**src/rtl/sram_access_ctrl.sv**
```systemverilog
// sram_access_ctrl: MEM-stage sequencer that transfers one 32-bit word to or
// from a 16-bit external SRAM as two halfword phases (low, then high), each
// lasting WAIT_CYCLES+1 cycles. 'ready' stays low while an access is in flight
// so the pipeline freezes until the word has moved.
// Optional build macro: SRAM_ADDR_CHECK_EN adds the 'addrErr' output and
// rejects misaligned or out-of-window addresses without strobing the SRAM.
module sram_access_ctrl #(
  parameter int unsigned WAIT_CYCLES = 2,
  parameter int unsigned ADDR_BASE   = 1024
) (
  input  logic        clk,
  input  logic        rst,
  input  logic        wrEn,
  input  logic        rdEn,
  input  logic [31:0] address,
  input  logic [31:0] writeData,
  output logic [31:0] readData,
  output logic        ready,
  output logic [17:0] sramAddr,
  input  logic [15:0] sramDIn,
  output logic [15:0] sramDOut,
  output logic        sramDOE,
  output logic        sramWEn_N
`ifdef SRAM_ADDR_CHECK_EN
  ,
  output logic        addrErr
`endif
);

  // The wait counter must be able to hold WAIT_CYCLES; keep at least one bit
  // so a zero-wait build still has a legal vector.
  localparam int unsigned     CNT_W    = (WAIT_CYCLES > 0) ? $clog2(WAIT_CYCLES + 1) : 1;
  localparam logic [CNT_W-1:0] CNT_LAST = CNT_W'(WAIT_CYCLES);
  localparam logic [31:0]      BASE     = 32'(ADDR_BASE);

  typedef enum logic [1:0] {
    IDLE = 2'd0,
    LOW  = 2'd1,
    HIGH = 2'd2,
    DONE = 2'd3
  } state_e;

  state_e           state_q, state_d;
  logic [CNT_W-1:0] cnt_q, cnt_d;
  logic             isWrite_q, isWrite_d;
  logic [31:0]      readData_q, readData_d;
  logic [17:0]      sramAddr_q, sramAddr_d;
  logic [15:0]      sramDOut_q, sramDOut_d;
  logic             sramDOE_q, sramDOE_d;
  logic             sramWEn_N_q, sramWEn_N_d;

  logic [31:0]      offset;
  logic             reqValid;
  logic             reqErr;
  logic             phaseLast;
  logic             unusedOffsetBits;

  // Byte offset into the SRAM window; halfword address is offset[18:1],
  // and the word's two halfwords differ only in bit 0.
  assign offset    = address - BASE;
  assign reqValid  = wrEn | rdEn;
  assign phaseLast = (cnt_q == CNT_LAST);

`ifdef SRAM_ADDR_CHECK_EN
  logic addrErr_q, addrErr_d;

  // A request is rejected if it lies below the window, is not word aligned,
  // or reaches past the 512 KiB the 18-bit halfword address can cover.
  assign reqErr = (address < BASE) || (address[1:0] != 2'b00) || (offset[31:19] != 13'd0);
  assign unusedOffsetBits = ^offset[1:0];
  assign addrErr = addrErr_q;
`else
  // Without checking, addresses simply wrap inside the SRAM window.
  assign reqErr = 1'b0;
  assign unusedOffsetBits = ^{offset[31:19], offset[1:0]};
`endif

  // The pipeline may advance when nothing is requested, or for the single
  // DONE cycle that completes the access.
  assign ready = ((state_q == IDLE) && !reqValid) || (state_q == DONE);

  assign readData  = readData_q;
  assign sramAddr  = sramAddr_q;
  assign sramDOut  = sramDOut_q;
  assign sramDOE   = sramDOE_q;
  assign sramWEn_N = sramWEn_N_q;

  // State register and registered SRAM-side outputs; reset drops the strobe
  // and bus enable immediately, abandoning any access in progress.
  always_ff @(posedge clk or negedge rst) begin
    if (!rst) begin
      state_q     <= IDLE;
      cnt_q       <= '0;
      isWrite_q   <= 1'b0;
      readData_q  <= 32'd0;
      sramAddr_q  <= 18'd0;
      sramDOut_q  <= 16'd0;
      sramDOE_q   <= 1'b0;
      sramWEn_N_q <= 1'b1;
`ifdef SRAM_ADDR_CHECK_EN
      addrErr_q   <= 1'b0;
`endif
    end else begin
      state_q     <= state_d;
      cnt_q       <= cnt_d;
      isWrite_q   <= isWrite_d;
      readData_q  <= readData_d;
      sramAddr_q  <= sramAddr_d;
      sramDOut_q  <= sramDOut_d;
      sramDOE_q   <= sramDOE_d;
      sramWEn_N_q <= sramWEn_N_d;
`ifdef SRAM_ADDR_CHECK_EN
      addrErr_q   <= addrErr_d;
`endif
    end
  end

  // Next-state logic: IDLE samples the request, LOW and HIGH each run one
  // halfword phase, DONE is a one-cycle release so the still-present request
  // is not reissued.
  always_comb begin
    state_d     = state_q;
    cnt_d       = cnt_q;
    isWrite_d   = isWrite_q;
    readData_d  = readData_q;
    sramAddr_d  = sramAddr_q;
    sramDOut_d  = sramDOut_q;
    sramDOE_d   = sramDOE_q;
    sramWEn_N_d = sramWEn_N_q;
`ifdef SRAM_ADDR_CHECK_EN
    addrErr_d   = 1'b0;
`endif

    unique case (state_q)
      IDLE: begin
        if (reqValid) begin
          cnt_d     = '0;
          isWrite_d = wrEn;
          if (reqErr) begin
            state_d    = DONE;
            readData_d = 32'd0;
`ifdef SRAM_ADDR_CHECK_EN
            addrErr_d  = 1'b1;
`endif
          end else begin
            state_d    = LOW;
            sramAddr_d = {offset[18:2], 1'b0};
            if (wrEn) begin
              sramDOut_d  = writeData[15:0];
              sramDOE_d   = 1'b1;
              sramWEn_N_d = 1'b0;
            end else begin
              sramDOE_d   = 1'b0;
              sramWEn_N_d = 1'b1;
            end
          end
        end
      end

      LOW: begin
        if (phaseLast) begin
          cnt_d      = '0;
          state_d    = HIGH;
          sramAddr_d = {sramAddr_q[17:1], 1'b1};
          if (isWrite_q) begin
            sramDOut_d = writeData[31:16];
          end else begin
            readData_d[15:0] = sramDIn;
          end
        end else begin
          cnt_d = cnt_q + CNT_W'(1);
        end
      end

      HIGH: begin
        if (phaseLast) begin
          cnt_d       = '0;
          state_d     = DONE;
          sramDOE_d   = 1'b0;
          sramWEn_N_d = 1'b1;
          if (!isWrite_q) begin
            readData_d[31:16] = sramDIn;
          end
        end else begin
          cnt_d = cnt_q + CNT_W'(1);
        end
      end

      DONE: begin
        state_d = IDLE;
      end

      default: begin
        state_d = IDLE;
      end
    endcase
  end

endmodule

```
**config.mk**
```make
export PLATFORM = sky130hd
export DESIGN_NAME = sram_access_ctrl
export DESIGN_NICKNAME = d
export VERILOG_FILES = /design/src/rtl/sram_access_ctrl.sv
export SDC_FILE = /design/constraint.sdc
export NUM_CORES = 1
export LEC_CHECK = 0
export CORE_MARGIN = 2
export CORE_UTILIZATION = 41
export DETAILED_ROUTE_END_ITERATION = 10
export PLACE_DENSITY = 0.8
export SYNTH_ARGS = -nofsm -noshare
export SYNTH_HDL_FRONTEND = slang
export SYNTH_SLANG_ARGS = --single-unit
```
**constraint.sdc**
```tcl
create_clock -name clk -period 2.5 [get_ports clk]
set_input_delay 0.25 -clock clk [delete_from_list [all_inputs] [get_ports clk]]
set_output_delay 0.25 -clock clk [all_outputs]
set_load 0.1 [all_outputs]
```
==> summary.md <==
The final max-slew violation count is 0, and the core footprint is 0.007727 sq mm. Clock tree synthesis inserted a total of 9 buffers. In the synthesized netlist the dominant register cell turns out to be sky130_fd_sc_hd__dfrtp_1. The insertion delay of the later-clocked pin in the worst-skew pair is 0.33 ns, and the mean instance size in the synthesized netlist is 13.01 sq um. Once the floorplan was initialized, standard cells occupied 42.26% of the core.

In the final routed layout, each cell accounts on average for 14.05 microns. The logs give 485 for the count of nets after finishing and 0 for the total setup violations reported at the end of the flow. The number of antenna diodes in the final layout is 0. The mapped netlist covers 0.003266 sq mm.

For the required time at the endpoint of the critical path, the log shows 2.71 ns. Nature of the critical path startpoint: a flop. For this run the aggregate overflow at the end of global routing stands at 0. The minimum clock period after layout was 2.345 ns; the first-pass detailed-route iteration total was 4.

The critical path is of the flop to flop type. The post-route antenna net violation count is 0, and the largest net degree at the start of global routing is 74. The final cycle utilization of the critical path was 93.80%.

The slowest stage of the critical path belongs to the cell sky130_fd_sc_hd__o221ai_2. In this run the worst hold path is classified as input pin to asynchronous set/reset pin. The logs give 22.21% for the relative max-transition margin and 0 for the DRC violations left. The first routing iteration left 51 violations.

For this run, the top clock speed supported by timing is 0.4264 GHz. The count of buffering cells on the critical path with inverters included works out to 2. The filler cells instantiated in the layout total 639. The beginning of the worst register-to-register path was state_q[1]$_DFFE_PN0P_. The area growth from synthesis to layout is 46.09%. On the worst path, the slowest cell contributes a delay of 0.89 ns.

Routability-driven placement finished with a final weighted congestion of 0.7781. Input and output buffers added on the ports amount to 137. STA classifies the critical path endpoint as a flop. Initial antenna violation count: 0. CTS placed an instance of sky130_fd_sc_hd__clkbuf_8 at the clock tree root. The number of endpoints with negative hold slack in the final report was 0. For this run, the total global-route usage over all layers was measured as 16.83%.

The clock skew was 0.008333 ns; the worst-margin pin slew was 1.167 ns. The tool flagged a number of max-cap violations equal to 0. The number of global-route vias before repair was 2433; the first-pass GRT wire length was 11.47 mm. In this run, post-CTS hold repair placed 0 buffers.

The number of enable flip-flop cells after synthesis works out to 0. The H-tree generated during clock tree synthesis spans 3 levels. In this run the count of I/O pins placed on the die edge is 153.

In this run the register-to-register setup slack is 0.16 ns. The die covers 0.008695 sq mm. Gates resized during post-CTS repair numbered 0.

After routing, the total negative slack on setup checks comes to 0 ns. The half-perimeter wire length after detailed placement is 5.293 mm, and the clock-pin slew of the registers on the worst-case setup and hold paths is 0.07 ns. At the worst endpoint, the arrival time is 2.55 ns.

The clock drives 73 sinks. In this run the horizontal extent of the chip is 93.25 microns. The cell count after synthesis came out at 251.

At the end of the flow the core is filled with cells to 61.74%. Most common cell type on the critical path: sky130_fd_sc_hd__inv_1. Of the synthesized area, sequential elements account for 55.98%.

After synthesis the netlist holds a flip-flop and latch count of 73. The most critical setup path has its startpoint at state_q[1]$_DFFE_PN0P_. The total wirelength of the detailed-routed design was 7.051 mm; the total vias in the final route was 2405.

TritonCTS built the clock tree. The post-detailed-route via-to-cell ratio was 4.791. The cell class contributing the biggest share of worst-path delay is compound AO/OA/AOI/OAI gates. Buffer levels on the longest clock path: 2. The run finished with clean final reports. Counting every net in the synthesized netlist gives 341.

The critical path goes through inv_1 -> ha_1 -> inv_1 -> o221ai_2 -> mux2_2. The count of different cell masters after synthesis was 39. After floorplanning, the core was divided into 32 placement rows. The largest driver fanout on the critical path was 16. Counting flops with an async set or reset pin after synthesis yields a share of 100.0%. The post-route netlist has 41.50% of its cells at a drive strength greater than 1. Yosys printed 0 warnings. The die outline height works out to 93.25 microns. Setup fix buffers added after clock tree synthesis: 0.

Setup repair after global routing left no endpoint under its margin.
-- Yosys cell counts, drive strengths merged, types with 2 or more instances --
| cell type | number | share of area, % |
|---|---|---|
| a21oi | 2 | 0.31 |
| buf | 8 | 1.6 |
| dfrtp | 72 | 55 |
| ha | 6 | 2.3 |
| inv | 8 | 0.92 |
| mux2 | 65 | 24 |
| nand2 | 37 | 4.3 |
| nor2 | 9 | 1.0 |
| nor3 | 2 | 0.46 |
| nor3b | 4 | 1.2 |
| o21ai | 12 | 1.8 |
| xnor2 | 4 | 1.1 |
| xor2 | 2 | 0.54 |
-- cell type report --
class                           count  area, sq um  area share (%)
Clock inverter                      6        58.81           1.233
Tap cell                          102        127.6           2.675
Inverter                            8        30.03          0.6294
Clock buffer                       10        127.6           2.675
Sequential cell                    73         1828           38.32
Timing Repair Buffer              142         1246           26.12
Multi-Input combinational cell    161         1353           28.35
-- cell families (layout without fill, tap and decap cells) --
logic type                 Yosys count  after routing  synth area share (%)
buffers and inverters               17            166                 2.605
and+or+nand+nor                     59             59                 8.659
xor gates and xnor gates             6              6                 1.609
muxes                               65             65                 23.56
adders and majority gates            6              6                 2.299
AOI/OAI and AO/OA                   25             25                 5.287
DFF                                 73             73                 55.98
-- worst paths after layout --
check,to,cells past startpoint
worst min-delay path,readData[1]$_DFFE_PN0P_,1
worst max register to register,sramDOut[1]$_DFFE_PN0P_,5
worst max-delay path,sramDOut[1]$_DFFE_PN0P_,5
worst min register to register,sramAddr[17]$_DFFE_PN0P_,2
max in group asynchronous,cnt_q[0]$_DFFE_PN0P_,1
min in group clk,sramAddr[6]$_DFFE_PN0P_,3
-- layout by cell type (no fill, tap or decap), types with 2 or more instances in the layout --
| master | n |
|---|---|
| sky130_fd_sc_hd__inv_1 | 8 |
| sky130_fd_sc_hd__mux2_4 | 10 |
| sky130_fd_sc_hd__dfrtp_1 | 72 |
| sky130_fd_sc_hd__nor3b_2 | 2 |
| sky130_fd_sc_hd__nand2_1 | 37 |
| sky130_fd_sc_hd__ha_1 | 6 |
| sky130_fd_sc_hd__buf_4 | 74 |
| sky130_fd_sc_hd__clkdlybuf4s50_1 | 67 |
| sky130_fd_sc_hd__xnor2_1 | 4 |
| sky130_fd_sc_hd__clkinv_2 | 4 |
| sky130_fd_sc_hd__mux2_2 | 55 |
| sky130_fd_sc_hd__nor3b_1 | 2 |
| sky130_fd_sc_hd__clkbuf_8 | 9 |
| sky130_fd_sc_hd__a21oi_1 | 2 |
| sky130_fd_sc_hd__o21ai_0 | 11 |
| sky130_fd_sc_hd__xor2_1 | 2 |
| sky130_fd_sc_hd__nor2_1 | 9 |
-- layer usage --
| layer | vias up | share of wire [%] | global-route usage (%) |
|---|---|---|---|
| met3 | 5 | 7.2 | 5.399 |
| met2 | 85 | 50 | 28.00 |
| met5 | - | 0 | 0 |
| met1 | 1158 | 42 | 20.89 |
| met4 | 0 | 0.81 | 5.147 |
| li1 | 1157 | - | - |
-- metrics by stage --
step                      worst slack, ns  instance area [sq um]  hold slack, ns  instances
after global routing              0.02240                   4771          0.1163        502
after detailed placement           0.1297                   4584          0.4428        486
after global placement             0.2045                   4584          0.4276        486
after floorplan                    0.6082                   3266        -0.04559        251
after CTS                          0.1246                   4771         0.06589        502
final                              0.1550                   4771         0.02974        502
-- worst reg2reg max path, stage by stage (launching register included) --
cell	delay (ns)
sky130_fd_sc_hd__dfrtp_1	0.40
sky130_fd_sc_hd__inv_1	0.13
sky130_fd_sc_hd__ha_1	0.28
sky130_fd_sc_hd__inv_1	0.11
sky130_fd_sc_hd__o221ai_2	0.89
sky130_fd_sc_hd__mux2_2	0.43
-- sequential cells by signal, summed over array words and instances (netlist names) --
register,count
sramWEn_N,1
sramDOE,1
state_q,2
sramDOut,16
isWrite_q,1
readData,32
sramAddr,18
cnt_q,2
Power is left out: the tool's default activity adds up to more than one toggle a clock period on the data nets, which glitch-free logic cannot reach.
